## config.mk

```make
export PLATFORM = sky130hd
export DESIGN_NAME = id_pipe_stage
export DESIGN_NICKNAME = d
export VERILOG_FILES = /design/src/rtl/id_pipe_stage.sv
export SDC_FILE = /design/constraint.sdc
export NUM_CORES = 1
export LEC_CHECK = 0
export BUFFER_PORTS_ARGS = -buffer_cell sky130_fd_sc_hd__buf_2
export CAP_MARGIN = 10
export CORE_MARGIN = 2
export CORE_UTILIZATION = 32
export DETAILED_ROUTE_END_ITERATION = 10
export GPL_ROUTABILITY_DRIVEN = 0
export MAX_ROUTING_LAYER = met4
export SETUP_SLACK_MARGIN = 0.15
export SLEW_MARGIN = 25
export SYNTH_ARGS = -nofsm -noshare
export SYNTH_HDL_FRONTEND = slang
export SYNTH_SLANG_ARGS = --single-unit
```

## constraint.sdc

```tcl
create_clock -name clk -period 4.66 [get_ports clk]
set_input_delay 0.699 -clock clk [delete_from_list [all_inputs] [get_ports clk]]
set_output_delay 0.699 -clock clk [all_outputs]
set_load 0.02 [all_outputs]
```

## src/rtl/id_pipe_stage.sv

```systemverilog
// -----------------------------------------------------------------------------
// id_pipe_stage
//
// MIPS32 instruction decode stage with a built-in ID/EX pipeline register.
// It decodes the logic / shift / logic-immediate subset and resolves each
// register operand through NUM_FWD forwarding sources. Source 0 is the
// youngest and has the highest priority. If the selected forwarding source
// is a load whose data has not yet arrived, the stage inserts bubbles. EX
// takes the ex_* outputs through a valid/ready handshake.
//
// Optional feature (macro ID_STALL_CNT_EN):
//   defined   : stall_cnt_o is a free-running 32-bit count of cycles in which
//               IF offered an instruction that ID could not accept.
//   undefined : stall_cnt_o is tied to zero.
//
// Ports:
//   clk, rst                    clock, asynchronous active-low reset
//   if_valid_i, pc_i, inst_i    instruction from the IF/ID register
//   id_ready_o                  instruction accepted this cycle
//   reg{1,2}_read_o/addr_o      register-file read enables and addresses
//   reg{1,2}_data_i             register-file read data
//   fwd_wreg_i/wd_i/wdata_i     forwarding sources (packed, source 0 in LSBs)
//   fwd_pending_i               source data not yet valid (load in flight)
//   flush_i                     drop stage contents and current input
//   ex_ready_i                  EX consumes ex_* this cycle
//   ex_*                        registered decoded instruction for EX
//   stall_cnt_o                 stall cycle counter
// -----------------------------------------------------------------------------
module id_pipe_stage #(
   parameter int DATA_W   = 32,
   parameter int RADDR_W  = 5,
   parameter int NUM_FWD  = 2,
   parameter int ALUOP_W  = 8,
   parameter int ALUSEL_W = 3
) (
   input  logic                        clk,
   input  logic                        rst,
   input  logic                        if_valid_i,
   input  logic [31:0]                 pc_i,
   input  logic [31:0]                 inst_i,
   output logic                        id_ready_o,
   output logic                        reg1_read_o,
   output logic                        reg2_read_o,
   output logic [RADDR_W-1:0]          reg1_addr_o,
   output logic [RADDR_W-1:0]          reg2_addr_o,
   input  logic [DATA_W-1:0]           reg1_data_i,
   input  logic [DATA_W-1:0]           reg2_data_i,
   input  logic [NUM_FWD-1:0]          fwd_wreg_i,
   input  logic [NUM_FWD*RADDR_W-1:0]  fwd_wd_i,
   input  logic [NUM_FWD*DATA_W-1:0]   fwd_wdata_i,
   input  logic [NUM_FWD-1:0]          fwd_pending_i,
   input  logic                        flush_i,
   input  logic                        ex_ready_i,
   output logic                        ex_valid_o,
   output logic [31:0]                 ex_pc_o,
   output logic [ALUOP_W-1:0]          ex_aluop_o,
   output logic [ALUSEL_W-1:0]         ex_alusel_o,
   output logic [DATA_W-1:0]           ex_reg1_o,
   output logic [DATA_W-1:0]           ex_reg2_o,
   output logic [RADDR_W-1:0]          ex_wd_o,
   output logic                        ex_wreg_o,
   output logic                        ex_inst_invalid_o,
   output logic [31:0]                 stall_cnt_o
);

   // Primary opcodes
   localparam logic [5:0] OP_SPECIAL = 6'b000000;
   localparam logic [5:0] OP_ANDI    = 6'b001100;
   localparam logic [5:0] OP_ORI     = 6'b001101;
   localparam logic [5:0] OP_XORI    = 6'b001110;
   localparam logic [5:0] OP_LUI     = 6'b001111;
   localparam logic [5:0] OP_PREF    = 6'b110011;

   // SPECIAL function codes
   localparam logic [5:0] FN_SLL  = 6'b000000;
   localparam logic [5:0] FN_SRL  = 6'b000010;
   localparam logic [5:0] FN_SRA  = 6'b000011;
   localparam logic [5:0] FN_SLLV = 6'b000100;
   localparam logic [5:0] FN_SRLV = 6'b000110;
   localparam logic [5:0] FN_SRAV = 6'b000111;
   localparam logic [5:0] FN_SYNC = 6'b001111;
   localparam logic [5:0] FN_AND  = 6'b100100;
   localparam logic [5:0] FN_OR   = 6'b100101;
   localparam logic [5:0] FN_XOR  = 6'b100110;
   localparam logic [5:0] FN_NOR  = 6'b100111;

   // EX operation codes
   localparam logic [ALUOP_W-1:0]  EXE_NOP_OP    = ALUOP_W'(8'b0000_0000);
   localparam logic [ALUOP_W-1:0]  EXE_AND_OP    = ALUOP_W'(8'b0010_0100);
   localparam logic [ALUOP_W-1:0]  EXE_OR_OP     = ALUOP_W'(8'b0010_0101);
   localparam logic [ALUOP_W-1:0]  EXE_XOR_OP    = ALUOP_W'(8'b0010_0110);
   localparam logic [ALUOP_W-1:0]  EXE_NOR_OP    = ALUOP_W'(8'b0010_0111);
   localparam logic [ALUOP_W-1:0]  EXE_SLL_OP    = ALUOP_W'(8'b0111_1100);
   localparam logic [ALUOP_W-1:0]  EXE_SRL_OP    = ALUOP_W'(8'b0000_0010);
   localparam logic [ALUOP_W-1:0]  EXE_SRA_OP    = ALUOP_W'(8'b0000_0011);
   localparam logic [ALUSEL_W-1:0] EXE_RES_NOP   = ALUSEL_W'(3'b000);
   localparam logic [ALUSEL_W-1:0] EXE_RES_LOGIC = ALUSEL_W'(3'b001);
   localparam logic [ALUSEL_W-1:0] EXE_RES_SHIFT = ALUSEL_W'(3'b010);

   typedef struct packed {
      logic              hit;
      logic              pend;
      logic [DATA_W-1:0] data;
   } fwd_sel_t;

   typedef struct packed {
      logic              haz;
      logic [DATA_W-1:0] data;
   } opnd_t;

   // Maps a SPECIAL function code to its EX operation and result class.
   // The variable shifts share the operation code of the immediate shifts.
   function automatic logic [ALUOP_W+ALUSEL_W-1:0] special_map(input logic [5:0] fn);
      logic [ALUOP_W+ALUSEL_W-1:0] r;
      case (fn)
         FN_AND:          r = {EXE_AND_OP, EXE_RES_LOGIC};
         FN_OR:           r = {EXE_OR_OP,  EXE_RES_LOGIC};
         FN_XOR:          r = {EXE_XOR_OP, EXE_RES_LOGIC};
         FN_NOR:          r = {EXE_NOR_OP, EXE_RES_LOGIC};
         FN_SLL, FN_SLLV: r = {EXE_SLL_OP, EXE_RES_SHIFT};
         FN_SRL, FN_SRLV: r = {EXE_SRL_OP, EXE_RES_SHIFT};
         FN_SRA, FN_SRAV: r = {EXE_SRA_OP, EXE_RES_SHIFT};
         default:         r = {EXE_NOP_OP, EXE_RES_NOP};
      endcase
      return r;
   endfunction

   // Finds the youngest writing source for addr. It scans from the oldest
   // source to the youngest so that the lowest index overwrites older hits.
   function automatic fwd_sel_t fwd_lookup(
      input logic [RADDR_W-1:0]         addr,
      input logic [NUM_FWD-1:0]         wreg,
      input logic [NUM_FWD*RADDR_W-1:0] wd,
      input logic [NUM_FWD*DATA_W-1:0]  wdata,
      input logic [NUM_FWD-1:0]         pend
   );
      fwd_sel_t sel;
      sel = '0;
      for (int i = NUM_FWD - 1; i >= 0; i--) begin
         if (wreg[i] && (wd[i*RADDR_W +: RADDR_W] == addr)) begin
            sel.hit  = 1'b1;
            sel.pend = pend[i];
            sel.data = wdata[i*DATA_W +: DATA_W];
         end
      end
      return sel;
   endfunction

   // Chooses the operand for one read port. An unread port takes the
   // immediate. r0 always reads as zero and is never forwarded.
   function automatic opnd_t operand(
      input logic               rd,
      input logic [RADDR_W-1:0] addr,
      input logic [DATA_W-1:0]  imm,
      input logic [DATA_W-1:0]  rf,
      input fwd_sel_t           sel
   );
      opnd_t o;
      o = '0;
      if (!rd) begin
         o.data = imm;
      end else if (addr == '0) begin
         o.data = '0;
      end else if (sel.hit) begin
         o.data = sel.data;
         o.haz  = sel.pend;
      end else begin
         o.data = rf;
      end
      return o;
   endfunction

   logic [5:0]          op_s, fn_s;
   logic [4:0]          rs_s, rt_s, rd_s, sa_s;
   logic [15:0]         imm16_s;
   logic [ALUOP_W-1:0]  dec_aluop_s;
   logic [ALUSEL_W-1:0] dec_alusel_s;
   logic                dec_wreg_s, dec_rd1_s, dec_rd2_s, dec_invalid_s;
   logic [RADDR_W-1:0]  dec_wd_s, reg1_addr_s, reg2_addr_s;
   logic [31:0]         dec_imm_s;
   logic [DATA_W-1:0]   imm_s;
   fwd_sel_t            sel1_s, sel2_s;
   opnd_t               opnd1_s, opnd2_s;
   logic                hazard_s, adv_s, id_ready_s;

   logic                ex_valid_r, ex_wreg_r, ex_invalid_r;
   logic [31:0]         ex_pc_r;
   logic [ALUOP_W-1:0]  ex_aluop_r;
   logic [ALUSEL_W-1:0] ex_alusel_r;
   logic [DATA_W-1:0]   ex_reg1_r, ex_reg2_r;
   logic [RADDR_W-1:0]  ex_wd_r;

   assign op_s        = inst_i[31:26];
   assign rs_s        = inst_i[25:21];
   assign rt_s        = inst_i[20:16];
   assign rd_s        = inst_i[15:11];
   assign sa_s        = inst_i[10:6];
   assign fn_s        = inst_i[5:0];
   assign imm16_s     = inst_i[15:0];
   assign reg1_addr_s = RADDR_W'(rs_s);
   assign reg2_addr_s = RADDR_W'(rt_s);
   assign imm_s       = DATA_W'(dec_imm_s);

   // Instruction decode: operation, operand sources, destination, validity.
   always_comb begin
      dec_aluop_s   = EXE_NOP_OP;
      dec_alusel_s  = EXE_RES_NOP;
      dec_wreg_s    = 1'b0;
      dec_wd_s      = RADDR_W'(rd_s);
      dec_rd1_s     = 1'b0;
      dec_rd2_s     = 1'b0;
      dec_imm_s     = 32'h0000_0000;
      dec_invalid_s = 1'b1;
      case (op_s)
         OP_SPECIAL: begin
            {dec_aluop_s, dec_alusel_s} = special_map(fn_s);
            if ((sa_s == 5'd0) && (fn_s inside {FN_OR, FN_AND, FN_XOR, FN_NOR,
                                                FN_SLLV, FN_SRLV, FN_SRAV})) begin
               dec_wreg_s    = 1'b1;
               dec_rd1_s     = 1'b1;
               dec_rd2_s     = 1'b1;
               dec_invalid_s = 1'b0;
            end else if ((rs_s == 5'd0) && (fn_s inside {FN_SLL, FN_SRL, FN_SRA})) begin
               // Shift amount is carried to EX as operand 1.
               dec_wreg_s    = 1'b1;
               dec_rd2_s     = 1'b1;
               dec_imm_s     = {27'd0, sa_s};
               dec_invalid_s = 1'b0;
            end else if ((sa_s == 5'd0) && (fn_s == FN_SYNC)) begin
               dec_invalid_s = 1'b0;
            end else begin
               dec_aluop_s  = EXE_NOP_OP;
               dec_alusel_s = EXE_RES_NOP;
            end
         end
         OP_ORI, OP_ANDI, OP_XORI, OP_LUI: begin
            dec_wreg_s    = 1'b1;
            dec_wd_s      = RADDR_W'(rt_s);
            dec_rd1_s     = 1'b1;
            dec_alusel_s  = EXE_RES_LOGIC;
            dec_invalid_s = 1'b0;
            dec_imm_s     = {16'h0000, imm16_s};
            case (op_s)
               OP_ANDI: dec_aluop_s = EXE_AND_OP;
               OP_XORI: dec_aluop_s = EXE_XOR_OP;
               OP_LUI: begin
                  // rs OR (imm << 16); rs is r0 in well-formed code.
                  dec_aluop_s = EXE_OR_OP;
                  dec_imm_s   = {imm16_s, 16'h0000};
               end
               default: dec_aluop_s = EXE_OR_OP;
            endcase
         end
         OP_PREF: dec_invalid_s = 1'b0;
         default: dec_invalid_s = 1'b1;
      endcase
   end

   // Operand resolution and load-use hazard detection on both read ports.
   always_comb begin
      sel1_s   = fwd_lookup(reg1_addr_s, fwd_wreg_i, fwd_wd_i, fwd_wdata_i, fwd_pending_i);
      sel2_s   = fwd_lookup(reg2_addr_s, fwd_wreg_i, fwd_wd_i, fwd_wdata_i, fwd_pending_i);
      opnd1_s  = operand(dec_rd1_s, reg1_addr_s, imm_s, reg1_data_i, sel1_s);
      opnd2_s  = operand(dec_rd2_s, reg2_addr_s, imm_s, reg2_data_i, sel2_s);
      hazard_s = opnd1_s.haz || opnd2_s.haz;
   end

   assign adv_s       = !ex_valid_r || ex_ready_i;
   assign id_ready_s  = adv_s && !hazard_s;
   assign id_ready_o  = id_ready_s;
   assign reg1_read_o = dec_rd1_s;
   assign reg2_read_o = dec_rd2_s;
   assign reg1_addr_o = reg1_addr_s;
   assign reg2_addr_o = reg2_addr_s;

   // ID/EX register. Priority: flush, accept, bubble, hold.
   // A flush clears only valid and write-enable. The payload fields are
   // don't-care while ex_valid_o is low.
   always_ff @(posedge clk or negedge rst) begin
      if (!rst) begin
         ex_valid_r   <= 1'b0;
         ex_pc_r      <= 32'h0000_0000;
         ex_aluop_r   <= EXE_NOP_OP;
         ex_alusel_r  <= EXE_RES_NOP;
         ex_reg1_r    <= '0;
         ex_reg2_r    <= '0;
         ex_wd_r      <= '0;
         ex_wreg_r    <= 1'b0;
         ex_invalid_r <= 1'b0;
      end else if (flush_i) begin
         ex_valid_r <= 1'b0;
         ex_wreg_r  <= 1'b0;
      end else if (id_ready_s && if_valid_i) begin
         ex_valid_r   <= 1'b1;
         ex_pc_r      <= pc_i;
         ex_aluop_r   <= dec_aluop_s;
         ex_alusel_r  <= dec_alusel_s;
         ex_reg1_r    <= opnd1_s.data;
         ex_reg2_r    <= opnd2_s.data;
         ex_wd_r      <= dec_wd_s;
         ex_wreg_r    <= dec_wreg_s;
         ex_invalid_r <= dec_invalid_s;
      end else if (adv_s) begin
         ex_valid_r  <= 1'b0;
         ex_wreg_r   <= 1'b0;
         ex_aluop_r  <= EXE_NOP_OP;
         ex_alusel_r <= EXE_RES_NOP;
      end else begin
         // EX is back-pressuring: keep the issued instruction untouched.
         ex_valid_r <= ex_valid_r;
      end
   end

   assign ex_valid_o        = ex_valid_r;
   assign ex_pc_o           = ex_pc_r;
   assign ex_aluop_o        = ex_aluop_r;
   assign ex_alusel_o       = ex_alusel_r;
   assign ex_reg1_o         = ex_reg1_r;
   assign ex_reg2_o         = ex_reg2_r;
   assign ex_wd_o           = ex_wd_r;
   assign ex_wreg_o         = ex_wreg_r;
   assign ex_inst_invalid_o = ex_invalid_r;

`ifdef ID_STALL_CNT_EN
   logic [31:0] stall_cnt_r;

   // Stall counter: IF offers an instruction that ID refuses (not flushed).
   always_ff @(posedge clk or negedge rst) begin
      if (!rst) begin
         stall_cnt_r <= 32'd0;
      end else if (if_valid_i && !id_ready_s && !flush_i) begin
         stall_cnt_r <= stall_cnt_r + 32'd1;
      end else begin
         stall_cnt_r <= stall_cnt_r;
      end
   end

   assign stall_cnt_o = stall_cnt_r;
`else
   assign stall_cnt_o = 32'd0;
`endif

endmodule

```

* Word-level counts from Yosys, hierarchy flattened
Index checks and enable logic that the tools add are counted.
** Word-level totals
- Latch bits :: 0
- Memory bits (writable) :: 0
- Memory bits (read-only) :: 0
- Output and inout bits :: 160
- Register bits :: 115
- Memories :: 0
** Operators by class
- Bitwise gates (word level) :: 1
- Div/mod/pow operators :: 0
- Mux-type cells :: 50
- Add/sub/neg operators :: 0
- $mul :: 0
- Magnitude comparators :: 0
- Shift operators :: 0
- Eq/ne operators :: 19
- Reductions and logical operators :: 29
** Operators by type and width (number)
- $mux 32 :: 7
- $mux 34 :: 4
- $pmux 10 s7 :: 1
- $pmux 32 s2 :: 1
- $mux 8 :: 5
- $eq 6x4->1 const B :: 5
- $eq 6x6->1 const B :: 5
- $eq 5x5->1 :: 4
- $eq 6x3->1 const B :: 3
- $mux 1 :: 18
- $pmux 8 s2 :: 1
- $logic_not 5->1 :: 3
- $mux 3 :: 5
- $mux 5 :: 3
- $eq 6x2->1 const B :: 2
- $logic_not 6->1 :: 2
- $logic_and 1x1->1 :: 9
- $reduce_bool 7->1 :: 1
- $pmux 1 s2 :: 3
- $pmux 3 s2 :: 1
- $reduce_bool 3->1 :: 2
- $reduce_or 2->1 :: 3
- $reduce_or 5->1 :: 1
- $pmux 2 s2 :: 1
- 6 further kinds :: 9

* Longest topological paths before layout
Gate-level depths: netlist of run 1.
- Depth after elaboration :: 13
- Gate-level depth with buffers :: 10
- Gate-level depth less buffers :: 7

* Least setup slack after synthesis of run 1
No wires, ideal clock.
- Path type :: input to output
- From :: in inst_i[1]
- To :: out id_ready_o
- Data required time :: 3.961 ns
- Cell stages on the path :: 7
- Path slack :: 1.779 ns
- Arrival time :: 2.182 ns
- Path through :: or3b_1 > nand4_1 > o21a_1 > inv_1 > o211ai_1 > o21ai_0 > nor2b_1
** Between the ends
- Elaborated cells on any way between the ends :: 24
- Those cells by class :: 9 x eq/ne; 7 x mux; 8 x reduce/logical
** RTL lines
- start, declared :: line 40 : input logic [31:0] inst_i,
- $eq 6x6->1 / $eq 6x3->1 (equally long branches) :: line 217 : if ((sa_s == 5'd0) && (fn_s inside {FN_OR, FN_AND, FN_XOR, FN_NOR,
- $reduce_bool 7->1 (*) :: line 217
- $logic_and 1x1->1 (*) :: line 217
- $mux 1 (*) :: line 217
- $pmux 1 s2 (*) :: line 214 : case (op_s)
- net reg1_read_o :: line 42 : output logic reg1_read_o,
- $mux 1 (*) :: line 160 : if (!rd) begin
- $logic_or 1x1->1 (*) :: line 265 : hazard_s = opnd1_s.haz || opnd2_s.haz;
- $logic_not 1->1 (*) :: line 269 : assign id_ready_s = adv_s && !hazard_s;
- $logic_and 1x1->1 (*) :: line 269
- end, declared :: line 41 : output logic id_ready_o,
The timed path passes the listed nets; every way through them passes the cells marked *.

* Worst setup path in the final report of run 1
- From :: in inst_i[7]
- To :: out id_ready_o
** Between the ends
- Word-level cells in the longest chain between the ends :: 8
- Elaborated cells on any way between the ends :: 11
- Those cells by class :: 6 x mux; 5 x reduce/logical
** RTL lines (line)
- $logic_not 5->1 (*) :: 217
- $logic_and 1x1->1 (*) :: 217
- $mux 1 :: 217
- $pmux 1 s2 / $mux 1 (equally long branches) :: 214
- $mux 1 :: 160
- $logic_or 1x1->1 (*) :: 265
- $logic_not 1->1 (*) :: 269
- $logic_and 1x1->1 (*) :: 269
Mark *: on every way between the ends. The rest lies on a longest branch, timed or not.

==> results.md, run 1 <==
* Result of the run: finished, final reports clean
* Hpwl dp at 21.0 mm
* DRT Pass-1 Iters at 5
* RSZ-0062 raised after global routing: no
* IO Count at 371
* Vias in the first global route at 6,774
* Setup Fix Bufs, Post-CTS at 0
* Number of buffers created by CTS at 9
* Register area share after synthesis at 0.388
* # DRC at 0
* Inst Count DP at 1,307
* Syn Area/Cell at 9.53 µm²
* TNS Setup at 0 ps
* Area of the mapped netlist at 7090 µm²
* Post-synth EDFFs at 0
* DR WL/cell at 20.6 µm
* Crit Path Category: primary input to output port
* Yosys top cell area share at 0.388
* Clk buf depth at 2
* Antenna-violating nets left at 0
* Worst EP arrival at 2690 ps
* Die Y at 153 µm
* Largest net degree at the start of global routing at 51
* Starting Density at 0.326
* Post-Route Skew at 6.77 ps
* Global-route wire length before repair at 41.2 mm
* DR iter-0 viols at 328
* Drt total wl at 27.3 mm
* Synth top area cells: dfrtp_1 39%, mux2_2 14%, a211oi_1 6.5%
* Fin. Hold Viols at 0
* Worst-skew pair later-pin latency at 360 ps
* Crit path capture type: output port
* Cells after Synth at 744
* Slew margin rel. at 0.313
* Multi-input logic area at 3750 µm²
* # setup viols final at 0
* Layout cells sized above 1 at 0.459
* Hold_buf cts at 0
* Worst-margin pin slew at 1030 ps
* Max VDD drop at 169 µV
* Total leakage power at 4.86 nW
* Fin. max-slew vios at 0
* Critical Path Start Type: primary input
* Row cnt at 54
* CTS resizes at 0
* CTS tree: done
* Main synth FF type: dfrtp_1
* Post-layout instance count excluding filler cells at 1,328
* Layout area overhead at 28.7%
* Worst hold path type: primary input to asynchronous set/reset pin
* Area leader, netlist: dfrtp_1
* Total track usage at 0.238
* Crit path max fanout at 8
* Required time of the critical path at 3960 ps
* Vias per inst at 5.10
* Vias at 6,772
* Core Region at 21,800 µm²
* Synth warnings at 0
* # nets final at 1,249
* Die X at 153 µm
* Reg clk slew, reported paths at 90 ps
* Register area at 2750 µm²
* Synthesis-stage register bit count at 110
* Max Clock Freq at 0.295 GHz
* Max-Cap Viols at 0
* Initial antenna violation count at 5
* Port bufs at 336
* Final min period at 3390 ps
* Remaining Overflow, GRT at 0
* Asr flop ratio synth at 1.00
* Clock Sinks at 110
* Clk root buf: clkbuf_16
* Fill cells at 2,232
* H-tree depth at 3
* Die area at 23,400 µm²
* Final period util at 0.727
* Pwr/cell area at 273 nW/µm²
* Synth unique cells at 49
-- worst max-delay path, stage by stage --
cell and delay (ps):
buf_2 160, nor4_2 410, nand4_1 260, a21oi_4 350
o21ai_4 110, o21ai_0 430, nor2b_1 80, buf_2 170
-- per-layer routing --
layer | global-route usage | wire length, µm
met4 | 0.0626 | 484
met5 | - | 0
met2 | 0.398 | 13500
met3 | 0.0405 | 1860
met1 | 0.299 | 11500
-- area by class of cell --
cell class / instances / area share
multi-input cells: 528 / 0.412
diodes: 5 / 0.00137
inverters: 41 / 0.0169
well taps: 280 / 0.0384
clock buffers: 9 / 0.0247
repair buffers: 348 / 0.197
flip-flops and latches: 110 / 0.302
clock inverters: 7 / 0.00809
-- through the flow --
step                power (W)  hold slack, ps  setup WS [ps]  utilization  cell area [µm²]
finish                0.00249             278           1270        0.419             9120
detailed placement    0.00171             470           1270        0.405             8810
floorplan             0.00145             403           1780            -             7210
global placement      0.00170             473           1290        0.405             8810
CTS                   0.00253             297           1310        0.419             9110
global route          0.00261             312           1210        0.419             9120
-- synth_stat cells, drive strengths merged, types with 3 or more instances --
cell type  number
nor3           48
mux2i          28
o31ai          36
o21ai           7
a22o            5
mux2          101
a21oi           3
nand2b          4
dfrtp         110
nand2          68
nand4           4
inv            41
a211o           3
and2            3
or2             3
buf            63
nor4            3
nand3           5
a211oi         61
nor2           72
xnor2          16
clkbuf         35
xor2            4
-- report_power, final --
| part | total [W] | switching, W | internal (W) |
|---|---|---|---|
| registers | 0.00106 | 0.0000367 | 0.00103 |
| clock network | 0.000811 | 0.000428 | 0.000383 |
| logic | 0.000619 | 0.000370 | 0.000249 |
| total | 0.00249 | 0.000835 | 0.00166 |
-- sequential cells by signal, summed over array words and instances (netlist names) --
signal and cells:
ex_wreg_o 1, ex_alusel_o 2, ex_inst_invalid_o 1, ex_pc_o 32, ex_aluop_o 4, ex_valid_o 1
ex_reg1_o 32, ex_reg2_o 32, ex_wd_o 5
-- cell families after synthesis --
logic type             after synthesis  share of synthesized area
AO/OA/AOI/OAI                      126                      0.136
multiplexers                       129                      0.207
XOR/XNOR                            20                     0.0247
buffers and inverters              139                      0.105
flip-flops                         110                      0.388
other                                1                   0.000529
AND/OR/NAND/NOR                    219                      0.139
-- layout by cell type (no fill, tap or decap), drive strengths merged, types with 9 or more instances in the layout --
cell type / netlist / layout
clkbuf: 35 / 9
buf: 63 / 348
dfrtp: 110 / 110
o31ai: 36 / 36
nor3: 48 / 48
xnor2: 16 / 16
nand2: 68 / 68
inv: 41 / 45
mux2: 101 / 101
conb: 1 / 34
a211oi: 61 / 61
nor2: 72 / 72
mux2i: 28 / 28
-- worst paths after layout --
path | from | to | slack [ps] | depth (start not counted)
setup / recovery | inst_i[7] | id_ready_o | 1270 | 8
hold / removal | rst | ex_reg1_o[10] | 280 | 1
setup reg to reg | ex_valid_o | ex_pc_o[12] | 2220 | 6
hold reg to reg | ex_aluop_o[1] | ex_aluop_o[1] | 490 | 2
max in group asynchronous | rst | ex_reg2_o[26] | 3410 | 2
min in group clk | ex_aluop_o[1] | ex_aluop_o[1] | 490 | 2
Note: power is estimated with default switching activity, not from simulation.
==> run 2: changes to the inputs <==
- clock period: 4.66 -> 3.45 ns (I/O delays scaled with it)
==> run 2 against run 1 <==
Compared with the run above: register-to-register slack worse by 850 ps; highest routed layer unchanged; largest power group unchanged; die area unchanged; global-route usage is 0.47 points higher; largest cell class unchanged; clock skew increased by 1.1 ps; routed wire length increased by 1.6%.
==> results.md, run 2 (synthesized netlist as in run 1, its figures left out) <==
* Wl on met1 at 11.7 mm (was 11.5 mm)
* # nets final at 1,253 (was 1,249)
* Layout cells sized above 1 at 0.461 (was 0.459)
* Clock Sinks at 110 (unchanged)
* Drt total wl at 27.7 mm (was 27.3 mm)
* DR WL/cell at 20.8 µm (was 20.6 µm)
* Max-Cap Viols at 0 (unchanged)
* Most common cell after layout, fill and taps aside: buf_2 (unchanged)
* Vias in the first global route at 6,994 (was 6,774)
* Post-Route Skew at 7.84 ps (was 6.77 ps)
* Vias per inst at 5.12 (was 5.10)
* Highest-delay cell along the critical path: or3b_1 (was o21ai_0)
* Total leakage power at 4.89 nW (was 4.86 nW)
* Max VDD drop at 208 µV (was 169 µV)
* Slew margin rel. at 0.382 (was 0.313)
* Clk root buf: clkbuf_16 (unchanged)
* Pwr/cell area at 370 nW/µm² (was 273 nW/µm²)
* Slowest stage delay, CP at 390 ps (was 430 ps)
* Port bufs at 336 (unchanged)
* Clk buf depth at 2 (unchanged)
* DR iter-0 viols at 322 (was 328)
* Setup Fix Bufs, Post-CTS at 0 (unchanged)
* Core Region at 21,800 µm² (unchanged)
* Top sig layer: met4 (unchanged)
* Critical-path cell list: buf_2 > or3b_1 > nand4_1 > o21a_1 > inv_1 > o211ai_1 > o21ai_0 > nor2b_1 > buf_2 (was buf_2 > nor4_2 > nand4_1 > a21oi_4 > o21ai_4 > o21ai_0 > nor2b_1 > buf_2)
* Met2 WL post-DR at 13.3 mm (was 13.5 mm)
* Result of the run: finished, final reports clean (unchanged)
* Crit path max fanout at 11 (was 8)
* Required time of the critical path at 2930 ps (was 3960 ps)
* Fin. max-slew vios at 0 (unchanged)
* IO Count at 371 (unchanged)
* Number of buffers created by CTS at 9 (unchanged)
* Antenna-violating nets left at 0 (unchanged)
* Met3 routed WL at 1.90 mm (was 1.86 mm)
* Die area at 23,400 µm² (unchanged)
* Final period util at 0.830
* Worst EP arrival at 2350 ps (was 2690 ps)
* # DRC at 0 (unchanged)
* Worst-margin pin slew at 927 ps (was 1030 ps)
* CP top delay family: simple AND/OR/NAND/NOR gates (was compound AO/OA/AOI/OAI gates)
* Cell mode on critical path: buf_2 (unchanged)
* Worst hold path type: primary input to asynchronous set/reset pin (unchanged)
* Total track usage at 0.242 (was 0.238)
* PnR worst setup slack at 586 ps (was 1270 ps)
* Final min period at 2860 ps
* Largest net degree at the start of global routing at 63 (was 51)
* Vias at 6,821 (was 6,772)
* Hpwl dp at 21.0 mm (about the same)
* Worst-skew pair later-pin latency at 360 ps (about the same)
* Layout area overhead at 29.4% (was 28.7%)
* Row cnt at 54 (unchanged)
* Die Y at 153 µm (unchanged)
* Global-route wire length before repair at 41.9 mm (was 41.2 mm)
* Fill cells at 2,211 (was 2,232)
* Reg clk slew, reported paths at 80 ps (was 90 ps)
* Multi-input logic area at 3750 µm² (unchanged)
* WP buf/inv at 3 (was 2)
* Crit path capture type: output port (unchanged)
* RSZ-0062 raised after global routing: no (unchanged)
* Tot Pwr at 0.00339 W (was 0.00249 W)
* TNS Setup at 0 ps (unchanged)
* Critical Path Start Type: primary input (unchanged)
* Fin. Hold Viols at 0 (unchanged)
* CTS resizes at 0 (unchanged)
* Max Clock Freq at 0.349 GHz
* Reg-to-reg slack, setup at 1370 ps (was 2220 ps)
* Crit Path Category: primary input to output port (unchanged)
* Register area at 2750 µm² (unchanged)
* Initial antenna violation count at 5 (unchanged)
* CTS tree: done (unchanged)
* Hold_buf cts at 0 (unchanged)
* Post-layout util at 0.422 (was 0.419)
* Starting Density at 0.326 (unchanged)
* Remaining Overflow, GRT at 0 (unchanged)
* # setup viols final at 0 (unchanged)
* Commonest non-fill, non-tap cells in the layout: 335 x buf_2, 110 x dfrtp_1, 88 x mux2_2 (unchanged)
* Die X at 153 µm (unchanged)
* H-tree depth at 3 (unchanged)
* DRT Pass-1 Iters at 5 (unchanged)
* Dpl ws at 485 ps (was 1270 ps)
-- run 2: path summary, 6_finish.rpt --
kind	start	endpoint	depth (start not counted)
worst min register to register	ex_aluop_o[0]	ex_aluop_o[0]	2
worst max-delay path	inst_i[5]	id_ready_o	9
worst max register to register	ex_valid_o	ex_reg2_o[7]	6
worst min-delay path	rst	ex_reg1_o[10]	1
min in group clk	pc_i[31]	ex_pc_o[31]	2
max in group asynchronous	rst	ex_wd_o[1]	2
-- run 2: routing by layer --
| metal | global-route usage | vias up |
|---|---|---|
| li1 | - | 3158 |
| met1 | 0.301 | 3291 |
| met2 | 0.391 | 331 |
| met3 | 0.0508 | 41 |
| met4 | 0.0886 | 0 |
| met5 | - | - |
-- run 2: per-stage QoR --
step | hold WS (ps) | area (µm²) | instances
CTS | 297 | 9160 | 1327
detailed placement | 463 | 8850 | 1311
global route | 346 | 9170 | 1332
finish | 256 | 9170 | 1332
global placement | 463 | 8850 | 1311
floorplan | 222 | 7210 | 777
-- run 2: cell type report --
| type | count | area share |
|---|---|---|
| Antenna cell | 5 | 0.00136 |
| Clock buffer | 9 | 0.0246 |
| Clock inverter | 7 | 0.00887 |
| Inverter | 41 | 0.0168 |
| Multi-Input combinational cell | 528 | 0.409 |
| Sequential cell | 110 | 0.300 |
| Tap cell | 280 | 0.0382 |
| Timing Repair Buffer | 352 | 0.201 |
-- run 2: report_power, final --
part | internal (W) | switching, W
sequential | 0.00139 | 0.0000474
combinational | 0.000338 | 0.000507
clock | 0.000525 | 0.000588
==> run 3: changes to the inputs <==
- clock period: 3.45 -> 2.75 ns (I/O delays scaled with it)
==> run 3 against run 2 <==
Compared with the run above: critical endpoint unchanged; non-clock buffer count is 14 higher; sequential share of layout area shrank 0.60 points; highest routed layer unchanged; global-route usage shrank 0.30 points; critical path depth is the same.
==> results.md, run 3 (synthesized netlist as in run 1, its figures left out) <==
* Die X at 153 µm (unchanged)
* RSZ-0062 raised after global routing: no (unchanged)
* Total track usage at 0.239 (was 0.242)
* TNS Setup at 0 ps (unchanged)
* Vias in the first global route at 6,835 (was 6,994)
* Row cnt at 54 (unchanged)
* Max VDD drop at 236 µV (was 208 µV)
* Final hold slack at 87.9 ps (was 256 ps)
* Final min period at 2520 ps
* # setup viols final at 0 (unchanged)
* H-tree depth at 3 (unchanged)
* Reg clk slew, reported paths at 90 ps (was 80 ps)
* Max Clock Freq at 0.397 GHz
* Starting Density at 0.326 (unchanged)
* Worst-margin pin slew at 758 ps (was 927 ps)
* Worst-skew pair later-pin latency at 370 ps (was 360 ps)
* Critical Path Start Type: primary input (unchanged)
* Fin. max-slew vios at 0 (unchanged)
* # DRC at 0 (unchanged)
* Clk buf depth at 2 (unchanged)
* Layout area overhead at 32.0% (was 29.4%)
* Initial antenna violation count at 3 (was 5)
* Commonest non-fill, non-tap cells in the layout: 335 x buf_2, 110 x dfrtp_1, 88 x mux2_2 (unchanged)
* Antenna-violating nets left at 0 (unchanged)
* Clock Sinks at 110 (unchanged)
* # nets final at 1,267 (was 1,253)
* Vias per inst at 5.04 (was 5.12)
* Post-Route Skew at 10.0 ps (was 7.84 ps)
* DRT Pass-1 Iters at 5 (unchanged)
* Layout cells sized above 1 at 0.470 (was 0.461)
* Worst hold path type: primary input to asynchronous set/reset pin (unchanged)
* Crit Path Category: primary input to output port (unchanged)
* Crit path capture type: output port (unchanged)
* Result of the run: finished, final reports clean (unchanged)
* Vias at 6,775 (was 6,821)
* DR WL/cell at 20.7 µm (was 20.8 µm)
* Setup Fix Bufs, Post-CTS at 0 (unchanged)
* Die Y at 153 µm (unchanged)
* Number of buffers created by CTS at 9 (unchanged)
* Crit path max fanout at 5 (was 11)
* DR iter-0 viols at 300 (was 322)
* Hold_buf cts at 0 (unchanged)
* Remaining Overflow, GRT at 0 (unchanged)
* IO Count at 371 (unchanged)
* Post-DP Area at 9020 µm² (was 8850 µm²)
* Required time of the critical path at 2340 ps (was 2930 ps)
* Hpwl dp at 21.1 mm (was 21.0 mm)
* Global-route wire length before repair at 41.5 mm (was 41.9 mm)
* Max-Cap Viols at 0 (unchanged)
* Worst EP arrival at 2110 ps (was 2350 ps)
* Core Region at 21,800 µm² (unchanged)
* Slew margin rel. at 0.495 (was 0.382)
* Pwr/cell area at 460 nW/µm² (was 370 nW/µm²)
* Total leakage power at 4.99 nW (was 4.89 nW)
* Port bufs at 336 (unchanged)
* Final Cell Area at 9360 µm² (was 9170 µm²)
* Final period util at 0.917
* Largest net degree at the start of global routing at 57 (was 63)
* Most common cell after layout, fill and taps aside: buf_2 (unchanged)
* Drt total wl at 27.8 mm (was 27.7 mm)
* Die area at 23,400 µm² (unchanged)
* Fin. Hold Viols at 0 (unchanged)
* CTS resizes at 0 (unchanged)
* CTS tree: done (unchanged)
* Clk root buf: clkbuf_16 (unchanged)
[run 3: cell count changes in the layout (fill, tap and decap cells not counted), sizes merged]
cell    change
inv         -1
diode       -2
buf        +14
clkinv      +1
[run 3: cell type report]
cell class,count,area (µm²)
fillers,2258,12400
multi-input cells,528,3760
clock buffers,9,225
clock inverters,7,93.8
flip-flops and latches,110,2750
inverters,41,154
well taps,280,350
repair buffers,366,2010
diodes,3,7.51
[run 3: metrics by stage]
step | utilization | instances | power, W | setup slack (ps)
floorplan | - | 777 | 0.00245 | 251
global placement | 0.415 | 1325 | 0.00290 | 145
detailed placement | 0.415 | 1325 | 0.00292 | 151
CTS | 0.429 | 1341 | 0.00435 | 210
global route | 0.430 | 1344 | 0.00449 | 148
finish | 0.430 | 1344 | 0.00430 | 229
[run 3: critical path, cell delays in order]
cell,delay (ps)
buf_2,130
xor2_1,180
or4_4,590
nor3_1,180
o211ai_1,160
o21ai_0,120
buf_4,150
nor2b_1,40
buf_2,150
[run 3: final timing paths]
check	depth (start not counted)	from	to	slack, ps
setup / recovery	9	inst_i[22]	id_ready_o	230
hold / removal	1	rst	ex_reg1_o[5]	90
setup reg to reg	6	ex_valid_o	ex_pc_o[8]	840
hold reg to reg	1	ex_alusel_o[1]	ex_alusel_o[1]	500
max in group asynchronous	2	rst	ex_reg1_o[27]	1970
min in group clk	2	pc_i[28]	ex_pc_o[28]	270
[run 3: report_power, final]
group	total (W)	leakage, nW	internal [W]	switching, W
Clock	0.00142	0.154	0.000667	0.000755
Sequential	0.00180	1.44	0.00174	0.0000618
Combinational	0.00108	3.39	0.000438	0.000639
Total	0.00430	4.99	0.00284	0.00146
[run 3: per-layer routing]
layer  up-vias  global-route usage  routed length (µm)  part of all wire
met2       319               0.407               13800              0.50
met1      3256               0.299               11900              0.43
met4         0              0.0538                 325             0.012
met3        24              0.0420                1760             0.064
li1       3176                   -                   -                 -
met5         -                   -                   0                 0
